## src/rtl/inverter_loopback_tester.sv

```systemverilog
// Stimulus/measurement controller for the analog inverter macro: toggles stim_out,
// times each synchronized response on resp_in and tallies timeouts per run.
module inverter_loopback_tester #(
    parameter int unsigned SYNC_STAGES    = 2,
    parameter int unsigned TIMEOUT_CYCLES = 255
) (
    input  logic       clk,
    input  logic       rst_n,
    input  logic       ena,
    input  logic       start,
    input  logic [7:0] num_edges,
    output logic       stim_out,
    input  logic       resp_in,
    output logic       busy,
    output logic       done,
    output logic       pass,
    output logic [7:0] err_count,
    output logic [7:0] last_latency,
    output logic [7:0] max_latency
);

    localparam int unsigned      CNT_W       = 8;
    localparam logic [CNT_W-1:0] TIMEOUT_VAL = CNT_W'(TIMEOUT_CYCLES);
    localparam logic [CNT_W-1:0] CNT_MAX     = '1;

    typedef enum logic [1:0] {
        S_IDLE   = 2'd0,
        S_TOGGLE = 2'd1,
        S_WAIT   = 2'd2,
        S_DONE   = 2'd3
    } state_e;

    state_e             state_q, state_d;
    logic               stim_q, stim_d;
    logic               busy_q, busy_d;
    logic               done_q, done_d;
    logic               pass_q, pass_d;
    logic [CNT_W-1:0]   err_q, err_d;
    logic [CNT_W-1:0]   last_q, last_d;
    logic [CNT_W-1:0]   max_q, max_d;
    logic [CNT_W-1:0]   edges_left_q, edges_left_d;
    logic [CNT_W-1:0]   lat_cnt_q, lat_cnt_d;
    logic [CNT_W-1:0]   lat_inc;
    logic               edge_end;

    logic [SYNC_STAGES-1:0] sync_q;
    logic                   resp_sync;

    // Synchronizer idles at 1: the inverter output expected while IN=0.
    always_ff @(posedge clk or negedge rst_n) begin
        if (!rst_n) begin
            sync_q <= '1;
        end else begin
            sync_q <= {sync_q[SYNC_STAGES-2:0], resp_in};
        end
    end

    assign resp_sync = sync_q[SYNC_STAGES-1];

    always_comb begin
        state_d      = state_q;
        stim_d       = stim_q;
        pass_d       = pass_q;
        err_d        = err_q;
        last_d       = last_q;
        max_d        = max_q;
        edges_left_d = edges_left_q;
        lat_cnt_d    = lat_cnt_q;
        edge_end     = 1'b0;
        lat_inc      = lat_cnt_q + CNT_W'(1);

        unique case (state_q)
            S_IDLE: begin
                if (start && ena) begin
                    edges_left_d = num_edges;
                    err_d        = '0;
                    last_d       = '0;
                    max_d        = '0;
                    pass_d       = 1'b0;
                    state_d      = (num_edges == '0) ? S_DONE : S_TOGGLE;
                end
            end
            S_TOGGLE: begin
                if (!ena) begin
                    pass_d  = 1'b0;
                    state_d = S_IDLE;
                end else begin
                    stim_d    = ~stim_q;
                    lat_cnt_d = '0;
                    state_d   = S_WAIT;
                end
            end
            S_WAIT: begin
                if (!ena) begin
                    pass_d  = 1'b0;
                    state_d = S_IDLE;
                end else begin
                    lat_cnt_d = lat_inc;
                    // A match in the timeout cycle still counts as a match.
                    if (resp_sync == ~stim_q) begin
                        last_d   = lat_inc;
                        if (lat_inc > max_q) begin
                            max_d = lat_inc;
                        end
                        edge_end = 1'b1;
                    end else if (lat_inc == TIMEOUT_VAL) begin
                        if (err_q != CNT_MAX) begin
                            err_d = err_q + CNT_W'(1);
                        end
                        last_d   = '0;
                        edge_end = 1'b1;
                    end
                    if (edge_end) begin
                        edges_left_d = edges_left_q - CNT_W'(1);
                        state_d      = (edges_left_q == CNT_W'(1)) ? S_DONE : S_TOGGLE;
                    end
                end
            end
            S_DONE: begin
                pass_d  = ena && (err_q == '0);
                state_d = S_IDLE;
            end
            default: begin
                state_d = S_IDLE;
            end
        endcase

        // Registered flags track the state being entered.
        busy_d = (state_d == S_TOGGLE) || (state_d == S_WAIT);
        done_d = (state_d == S_DONE);
    end

    always_ff @(posedge clk or negedge rst_n) begin
        if (!rst_n) begin
            state_q      <= S_IDLE;
            stim_q       <= 1'b0;
            busy_q       <= 1'b0;
            done_q       <= 1'b0;
            pass_q       <= 1'b0;
            err_q        <= '0;
            last_q       <= '0;
            max_q        <= '0;
            edges_left_q <= '0;
            lat_cnt_q    <= '0;
        end else begin
            state_q      <= state_d;
            stim_q       <= stim_d;
            busy_q       <= busy_d;
            done_q       <= done_d;
            pass_q       <= pass_d;
            err_q        <= err_d;
            last_q       <= last_d;
            max_q        <= max_d;
            edges_left_q <= edges_left_d;
            lat_cnt_q    <= lat_cnt_d;
        end
    end

    assign stim_out     = stim_q;
    assign busy         = busy_q;
    assign done         = done_q;
    assign pass         = pass_q;
    assign err_count    = err_q;
    assign last_latency = last_q;
    assign max_latency  = max_q;

endmodule

```

## config.mk

```make
export PLATFORM = sky130hd
export DESIGN_NAME = inverter_loopback_tester
export DESIGN_NICKNAME = d
export VERILOG_FILES = /design/src/rtl/inverter_loopback_tester.sv
export SDC_FILE = /design/constraint.sdc
export NUM_CORES = 1
export LEC_CHECK = 0
export ABC_AREA = 1
export CAP_MARGIN = 20
export CORE_ASPECT_RATIO = 1.25
export CORE_MARGIN = 8
export CORE_UTILIZATION = 45
export CTS_CLUSTER_SIZE = 12
export DETAILED_ROUTE_END_ITERATION = 6
export PLACE_DENSITY = 0.68
export SYNTH_ARGS = -nofsm -noshare
export SYNTH_HDL_FRONTEND = slang
export SYNTH_SLANG_ARGS = --single-unit
```

## constraint.sdc

```tcl
create_clock -name clk -period 6.4 [get_ports clk]
set_input_delay 1.28 -clock clk [delete_from_list [all_inputs] [get_ports clk]]
set_output_delay 1.28 -clock clk [all_outputs]
set_load 0.03 [all_outputs]
```

==> results of run 1 <==
==> sequential cells by signal, indices dropped and copies added, names as in the netlist <==
register / flops
busy: 1
done: 1
edges_left_q: 8
err_count: 8
last_latency: 8
lat_cnt_q: 8
max_latency: 8
pass: 1
state_q: 2
stim_out: 1
sync_q: 2
==> critical path, stage by stage, from the launching register on <==
cell	delay [ns]
dfrtp_1	0.48
ha_1	0.26
nand3_1	0.15
nor2_1	0.11
nand2_1	0.07
nand2_2	0.12
inv_1	0.07
ha_1	0.29
nand2_1	0.08
nor2_1	0.04
a211oi_1	0.18
o21ai_0	0.12
nand2_1	0.08
nand2_1	0.19
nand2_1	0.33
nand2_1	0.10
nand2_1	0.07
==> metal layers <==
| layer | track usage, % | routed length (µm) |
|---|---|---|
| met1 | 17.24 | 2890 |
| met2 | 23.06 | 2918 |
| met5 | 0 | 0 |
| met3 | 3.009 | 249 |
| met4 | 3.515 | 26 |
==> power by group through the flow <==
stage                     combinational (mW)  clock [mW]  sequential (mW)
final                                  0.566       0.184            0.416
after global placement                 0.558           0            0.421
after CTS                              0.570       0.189            0.415
after global routing                   0.641       0.200            0.425
after floorplan                        0.460           0            0.447
after detailed placement               0.567           0            0.421
==> cells in the final DEF, fill, tap and decap left out, types with 9 or more instances in the layout <==
cell              n
clkdlybuf4s50_1  39
dfrtp_1          46
ha_1             19
inv_1            45
nand2_1          96
nand2_2           9
nand3_1          25
nor2_1           23
o21ai_0          18
o21ai_1          17
o21ai_2           9
==> layout make-up <==
type,count,area (µm²),area share (%)
tap,87,108.9,3.144
timing repair buffer,41,415.4,12.00
multi-input combinational,261,1461,42.21
clock buffer,6,82.58,2.385
sequential,48,1204,34.77
inverter,48,180.2,5.204
clock inverter,2,10.01,0.2891
==> Yosys cell counts <==
cell type / instances
nand4_1: 6
and2_4: 1
a31oi_1: 1
o21a_1: 1
xnor2_1: 2
a211oi_1: 1
dfrtp_1: 46
mux2i_1: 2
nor2_1: 23
nor2_4: 2
a21oi_1: 6
o21ai_0: 18
o21ai_2: 9
dfstp_2: 2
buf_1: 1
a32oi_1: 1
buf_2: 1
ha_1: 19
inv_1: 45
o221a_2: 1
nand2_1: 96
nor2_2: 2
nand2_4: 1
o21ai_1: 17
nand3_2: 3
or2_2: 1
buf_6: 3
nand3_1: 25
xnor2_2: 1
a22oi_1: 1
inv_2: 3
buf_8: 1
nor3_1: 6
nor4_1: 1
xor2_1: 5
buf_12: 1
nand2_2: 9
clkbuf_1: 2
==> through the flow <==
| step | std cells | cell area [µm²] |
|---|---|---|
| after detailed placement | 484 | 3349 |
| final | 493 | 3462 |
| after CTS | 492 | 3442 |
| after global placement | 484 | 3349 |
| after global routing | 493 | 3462 |
| after floorplan | 366 | 2930 |
==> kinds of logic (layout without fill, tap and decap cells) <==
family          after synthesis  count (layout)  share of synthesized area [%]
compound gates               56              56                          11.36
xor+xnor                      8               8                          2.648
fa+ha+maj                    19              19                          8.113
buf+inv                      57              97                          9.052
flops                        48              48                          41.08
mux                           2               2                         0.6832
simple gates                176             176                          27.07
==> final timing paths <==
check | end | slack [ns]
max in group asynchronous | sync_q[0] | 4.95
min reg2reg | sync_q[1] | 0.36
min in group asynchronous | lat_cnt_q[7] | 0.89
max reg2reg | max_latency[3] | 3.62
max | max_latency[3] | 3.62
min | sync_q[1] | 0.36
==> results.yml, run 1 <==
power:
  p_seq_share_pct: 35.6
  p_sw_mw: 0.5286
  pwr-share-clk_pct: 15.8
  power.total_mw: 1.166
  p_sw_share_pct: 45.34
  comb_power_share_pct: 48.6
  power_leakage_nw: 1.607
  cellPowerDensity_mw_per_mm2: 336.8
  max-vdd-ir-drop_mv: 0.1717
  p_int_mw: 0.6374
place:
  gp_congestion: 0.8290
  dp_slack_ns: 3.344
  portBuffers: 40
  dpl.hpwl_mm: 4.724
clock_tree:
  cts.sinks: 48
  h-tree-depth: 2
  cts_buffers: 5
  insertion_delay_ns: 0.30
  cts_hold_buf: 0
  cts_tree: "yes"
  cts_setup_buffers: 0
  clock_path_buffers: 2
  cts_root_buf: "clkbuf_8"
  ctsResizeCount: 0
  clkTransAtPathRegs_ns: 0.09
timing:
  fin_ws_ns: 3.621
  rsz0062_at_grt: "no"
  holdWs_ns: 0.3585
  maxSlewViolCount: 0
  fin_skew_ns: 0.005380
  period_needed_ns: 2.779
  finalHoldViolCount: 0
  max_freq_mhz: 359.8
  setup_viol: 0
  tightestPinTransition_ns: 0.7291
  slew_headroom_pct: 51.39
  period_share_pct: 43.43
  fin_setup_tns_ns: 0
route:
  routed_wl_mm: 6.086
  wl_per_cell_um: 12.34
  drc_errors: 0
  vias: 2406
  viasPerCell: 4.880
  drtIter0Drc: 93
  final_antenna_net_count: 0
  drtPass1Iterations: 6
die:
  num_io_pins: 41
  die_x_um: 88.18
  start_util_pct: 45.49
  die_h_um: 106.2
  core_mm2: 0.006441
  rows: 33
  die_area_mm2: 0.009366
synth:
  ys_seq_elements: 48
  synthTopCellsByArea: "dfrtp_1 39%, nand2_1 12%, ha_1 8.1%"
  yosysTopAreaCellShare_pct: 39.28
  synth_area_mm2: 0.002930
  ys_seq_area_share_pct: 41.08
  ys.warnings.count: 0
  yosysUniqueCellTypes: 38
  syn_area_per_cell_um2: 8.006
  synth_nets: 398
  synth_cells: 366
  synth.largest_area_cell: "dfrtp_1"
finish:
  final_util_pct: 53.75
  final_layout_size_suffix_gt1_share_pct: 11.08
  area_delta_synth_final_pct: 18.15
  nets: 437
  fillers: 641
  diodes: 0
min_path:
  hp-start: "sync_q[0]"
  worstHoldPathCells: 0
  hold_class: "register to register"
global_routing:
  grt_use_total_pct: 13.75
  grt_pass1_vias: 2385
  grt_overflow: 0
  grt_pass1_wl_mm: 10.54
  antenna_found_initial: 0
  grt_max_degree: 49
setup_path:
  r2r-start: "lat_cnt_q[0]"
  reg2reg_depth: 16
  path_class: "register to register"
  cp-start-kind: "register"
  worstPathRequired_ns: 6.64
  crit_start: "lat_cnt_q[0]"
  crit_path_max_fanout: 9
  crit_path_end_kind: "register"
  arrival_ns: 3.01
outcome:
  outcome: "finished, final reports clean"
run:
  cap_violations: 0
Power figures use the tool's default switching activity.
==> run 2, diff against run 1 <==
--- a/config.mk
+++ b/config.mk
@@ -12,7 +12,7 @@
 export CORE_UTILIZATION = 45
 export CTS_CLUSTER_SIZE = 12
 export DETAILED_ROUTE_END_ITERATION = 6
-export PLACE_DENSITY = 0.68
+export PLACE_DENSITY = 0.7
 export SYNTH_ARGS = -nofsm -noshare
 export SYNTH_HDL_FRONTEND = slang
 export SYNTH_SLANG_ARGS = --single-unit
==> constraint.sdc (replaced) <==
create_clock -name clk -period 2.2 [get_ports clk]
set_input_delay 0.44 -clock clk [delete_from_list [all_inputs] [get_ports clk]]
set_output_delay 0.44 -clock clk [all_outputs]
set_load 0.03 [all_outputs]
==> run 2 against run 1 <==
Compared with the run above:
- largest cell class unchanged
- sequential share of layout area decreased by 3.5 points
- clock power increased to 4.0 times the previous value
- cell count increased by 4.5%
- flip-flop and latch count unchanged
- the flow now finishes with violations (setup timing)
==> results.yml, run 2 (same netlist as run 1, synthesis figures left out) <==
outcome:
  outcome: "finished with violations"
  violations: "setup timing"
route:
  drtIter0Drc: 136
  final_antenna_net_count: 0
  routed_wl_mm: 7.246
  top_layer: "met4"
  wl_met3_um: 288
  wl_per_cell_um: 14.07
  drtPass1Iterations: 5
  viasPerCell: 5.064
  vias: 2608
  wirelength_met1_mm: 3.029
  wl_met2_mm: 3.755
  drc_errors: 0
power:
  power_leakage_nw: 1.745
  p_int_mw: 2.304
  p_sw_share_pct: 43.03
  pwr-share-clk_pct: 18.4
  p_sw_mw: 1.740
  p_seq_share_pct: 30.0
  cellPowerDensity_mw_per_mm2: 1046
  comb_power_share_pct: 51.6
  power.total_mw: 4.044
  max-vdd-ir-drop_mv: 0.5426
die:
  core_mm2: 0.006441
  die_h_um: 106.2
  rows: 33
  num_io_pins: 41
  die_area_mm2: 0.009366
  start_util_pct: 45.49
  die_x_um: 88.18
finish:
  mostFrequentLayoutCell: "nand2_1"
  final_layout_size_suffix_gt1_share_pct: 22.90
  fillers: 569
  most-common-layout-cells: "88 x nand2_1, 43 x dfrtp_1, 42 x inv_1"
  register_area_mm2: 0.001207
  nets: 460
  multi_input_area_mm2: 0.001638
  stdcell_area_mm2: 0.003867
  area_delta_synth_final_pct: 31.98
  diodes: 0
setup_path:
  crit_path_end_kind: "register"
  worstPathRequired_ns: 2.40
  crit_path_max_fanout: 8
  cp-start-kind: "register"
  path_class: "register to register"
  arrival_ns: 2.45
global_routing:
  antenna_found_initial: 0
  grt_use_total_pct: 15.15
  grt_pass1_vias: 2566
  grt_overflow: 0
  grt_max_degree: 27
  grt_pass1_wl_mm: 11.47
clock_tree:
  cts.sinks: 48
  clock_path_buffers: 2
  cts_tree: "yes"
  cts_buffers: 5
  cts_root_buf: "clkbuf_8"
  clkTransAtPathRegs_ns: 0.09
  h-tree-depth: 2
  insertion_delay_ns: 0.30
run:
  cap_violations: 0
timing:
  slew_headroom_pct: 64.08
  period_needed_ns: 2.250
  fin_setup_tns_ns: -0.2665
  max_freq_mhz: 444.5
  maxSlewViolCount: 0
  tightestPinTransition_ns: 0.5389
  period_share_pct: 102.3
  setup_viol: 8
  fin_skew_ns: 0.01150
  finalHoldViolCount: 0
  rsz0062_at_grt: "yes"
  fin_ws_ns: -0.04996
place:
  dpl.hpwl_mm: 5.186
  gp_congestion: 0.8712
  placed_area_mm2: 0.003507
  portBuffers: 40
min_path:
  hold_class: "input pin to async pin"
==> run 2: cell types whose count changed in the layout (fill, tap and decap cells not counted), moves of 6 or more <==
cell / previous run / this run
buf_4: 0 / 18
ha_1: 19 / 13
ha_4: 0 / 6
nand2_1: 96 / 88
nand2_2: 9 / 16
==> run 2: worst max-delay path: stages, from the launching register on <==
cell	delay (ns)
dfrtp_2	0.46
ha_4	0.19
buf_4	0.13
nand4_1	0.10
nand2_2	0.10
ha_1	0.28
nand4_1	0.14
nor2_1	0.07
a31oi_1	0.22
nand2_2	0.11
nand2_4	0.14
nand2_8	0.08
nand2_1	0.07
nand2_1	0.05
==> run 2: area by class of cell <==
type	instances	area share, %
repair buffers	63	15.63
well taps	87	2.815
inverters	48	4.659
flip-flops and latches	48	31.22
multi-input cells	262	42.35
clock buffers	5	1.779
clock inverters	2	1.553
==> run 2: power groups by stage <==
stage	Sequential (mW)	Clock, mW	Combinational, mW
finish	1.21	0.742	2.09
global route	1.24	0.788	2.32
CTS	1.20	0.756	1.92
detailed placement	1.22	0	1.86
global placement	1.21	0	1.83
floorplan	1.30	0	1.35
==> run 2: path summary, 6_finish.rpt <==
check	startpoint	end	slack, ns	cells past startpoint
max	lat_cnt_q[0]	max_latency[0]	-0.05	13
min	rst_n	max_latency[3]	0.11	1
max reg2reg	lat_cnt_q[0]	max_latency[0]	-0.05	13
min reg2reg	sync_q[0]	sync_q[1]	0.36	0
max in group asynchronous	rst_n	sync_q[1]	1.48	2
min in group clk	sync_q[0]	sync_q[1]	0.36	0
==> run 2: repair_timing <==
| item | CTS | global route |
|---|---|---|
| gates resized for setup | 5 | 34 |
| endpoints found under the setup margin | 8 | 9 |
| gates cloned | 0 | 1 |
| pin swaps | 2 | 17 |
| buffers inserted | 1 | 5 |
| hold buffers | 0 | 0 |
==> run 2: per-stage QoR <==
stage | hold slack (ns) | cells | util (%) | setup WS (ns)
floorplan | 0.1444 | 366 | - | 0.04138
global placement | 0.3468 | 501 | 54.45 | 0.03927
detailed placement | 0.3538 | 501 | 54.45 | -0.07481
CTS | 0.1288 | 509 | 56.84 | 0.01543
global route | 0.1614 | 515 | 60.04 | -0.1702
finish | 0.1112 | 515 | 60.04 | -0.04996
==> run 2: per-layer routing <==
metal / GRT usage, % / vias up
li1: - / 1298
met1: 18.23 / 1233
met2: 26.22 / 58
met3: 2.469 / 19
met4: 5.333 / 0
met5: 0 / -
==> run 3, diff against run 2 <==
--- a/config.mk
+++ b/config.mk
@@ -12,7 +12,7 @@
 export CORE_UTILIZATION = 45
 export CTS_CLUSTER_SIZE = 12
 export DETAILED_ROUTE_END_ITERATION = 6
-export PLACE_DENSITY = 0.7
+export PLACE_DENSITY = 0.67
 export SYNTH_ARGS = -nofsm -noshare
 export SYNTH_HDL_FRONTEND = slang
 export SYNTH_SLANG_ARGS = --single-unit
==> run 3 against run 2 <==
Compared with the run above:
- critical path depth is 1 higher
- setup slack better by 0.035 ns
- critical path type unchanged
- worst hold slack better by 0.0093 ns
- cell count is 1.2% lower
- the flow still finishes with violations (setup timing)
==> results.yml, run 3 (same netlist as run 1, synthesis figures left out) <==
timing:
  finalHoldViolCount: 0
  setup_viol: 8
  fin_setup_tns_ns: -0.06036
  slew_headroom_pct: 63.17
  maxSlewViolCount: 0
  period_needed_ns: 2.215
  max_freq_mhz: 451.6
  holdWs_ns: 0.1205
  fin_ws_ns: -0.01457
  rsz0062_at_grt: "yes"
  fin_skew_ns: 0.01382
  tightestPinTransition_ns: 0.5524
  period_share_pct: 100.7
clock_tree:
  h-tree-depth: 2
  clkTransAtPathRegs_ns: 0.09
  cts_buffers: 5
  cts.sinks: 48
  cts_root_buf: "clkbuf_8"
  insertion_delay_ns: 0.30
  cts_hold_buf: 0
  clock_path_buffers: 2
  cts_tree: "yes"
place:
  placed_area_mm2: 0.003470
  portBuffers: 40
  gp_congestion: 0.9168
  dp_slack_ns: -0.05693
  dpl.hpwl_mm: 5.152
global_routing:
  grt_max_degree: 27
  grt_pass1_wl_mm: 11.30
  grt_overflow: 0
  grt_pass1_vias: 2607
  antenna_found_initial: 0
  grt_use_total_pct: 14.80
setup_path:
  crit_path_max_fanout: 8
  worstPathRequired_ns: 2.39
  reg2reg_depth: 14
  arrival_ns: 2.40
  cp-start-kind: "register"
  crit_path_end_kind: "register"
  path_class: "register to register"
power:
  cellPowerDensity_mw_per_mm2: 990.7
  power.total_mw: 3.683
  max-vdd-ir-drop_mv: 0.5296
  power_leakage_nw: 1.679
route:
  vias: 2583
  drtIter0Drc: 108
  drtPass1Iterations: 4
  final_antenna_net_count: 0
  routed_wl_mm: 6.876
  drc_errors: 0
  wl_per_cell_um: 13.51
  viasPerCell: 5.075
die:
  core_mm2: 0.006441
  die_area_mm2: 0.009366
  die_x_um: 88.18
  rows: 33
  die_h_um: 106.2
  start_util_pct: 45.49
  num_io_pins: 41
outcome:
  violations: "setup timing"
  outcome: "finished with violations"
finish:
  mostFrequentLayoutCell: "nand2_1"
  most-common-layout-cells: "92 x nand2_1, 45 x dfrtp_1, 40 x inv_1"
  area_delta_synth_final_pct: 26.86
  nets: 453
  final_layout_size_suffix_gt1_share_pct: 19.43
  stdcell_area_mm2: 0.003717
  diodes: 0
min_path:
  hold_class: "input pin to async pin"
run:
  cap_violations: 0
run 3: changes by cell type in the layout (fill, tap and decap cells not counted), moves of 2 or more:
cell	delta
nand2_2	-4
dfrtp_1	+2
clkbuf_1	+2
nor2_2	-2
inv_2	+2
bufinv_16	-2
dfrtp_2	-2
inv_1	-2
nand2_1	+4
buf_4	-6
nor2_1	+2
run 3: through the flow:
| stage | instances | utilization [%] |
|---|---|---|
| finish | 509 | 57.71 |
| global route | 509 | 57.71 |
| CTS | 504 | 55.32 |
| detailed placement | 496 | 53.87 |
| global placement | 496 | 53.87 |
| floorplan | 366 | - |
run 3: metal layers:
| layer | vias to the layer above | share of wire [%] | global-route usage (%) | wire length (µm) |
|---|---|---|---|---|
| met5 | - | 0 | 0 | 0 |
| met4 | 0 | 1.5 | 6.667 | 102 |
| met3 | 11 | 4.6 | 2.855 | 313 |
| met2 | 56 | 50 | 24.67 | 3427 |
| met1 | 1225 | 44 | 17.82 | 3033 |
| li1 | 1291 | - | - | - |
run 3: cell type report:
class | instances | area, µm²
fillers | 583 | 2724
clock inverters | 1 | 5.005
well taps | 87 | 108.9
clock buffers | 7 | 76.32
flip-flops and latches | 48 | 1205
multi-input cells | 262 | 1594
inverters | 48 | 180.2
repair buffers | 56 | 548.0
run 3: worst max-delay path: stages, from the launching register on:
cell and delay (ns):
dfrtp_1 0.51, nand3_4 0.15, nor2_2 0.12, nand2_1 0.07, nand2_2 0.08, inv_2 0.05
ha_4 0.22, nand4_1 0.12, nor2_1 0.06, a31oi_1 0.25, nand2_2 0.14, nand2_4 0.13
nand2_4 0.09, nand2_1 0.07, nand2_1 0.05
run 3: final timing paths:
kind	from	end	slack, ns
max	lat_cnt_q[2]	max_latency[0]	-0.01
min reg2reg	sync_q[0]	sync_q[1]	0.36
max in group asynchronous	rst_n	sync_q[1]	1.48
min	rst_n	max_latency[6]	0.12
max reg2reg	lat_cnt_q[2]	max_latency[0]	-0.01
min in group clk	sync_q[0]	sync_q[1]	0.36
run 3: power breakdown:
| part | switching (mW) | leakage, nW | internal, mW |
|---|---|---|---|
| clock network | 0.282 | 0.0422 | 0.224 |
| registers | 0.151 | 0.640 | 1.05 |
| logic | 1.25 | 0.997 | 0.722 |
| total | 1.68 | 1.68 | 2.00 |
run 3: repair_timing:
action                     CTS  global route
pin swaps                    1            19
gates resized for setup      3            27
setup endpoints to repair    8            17
setup buffers                0             4
gates cloned                 0             1
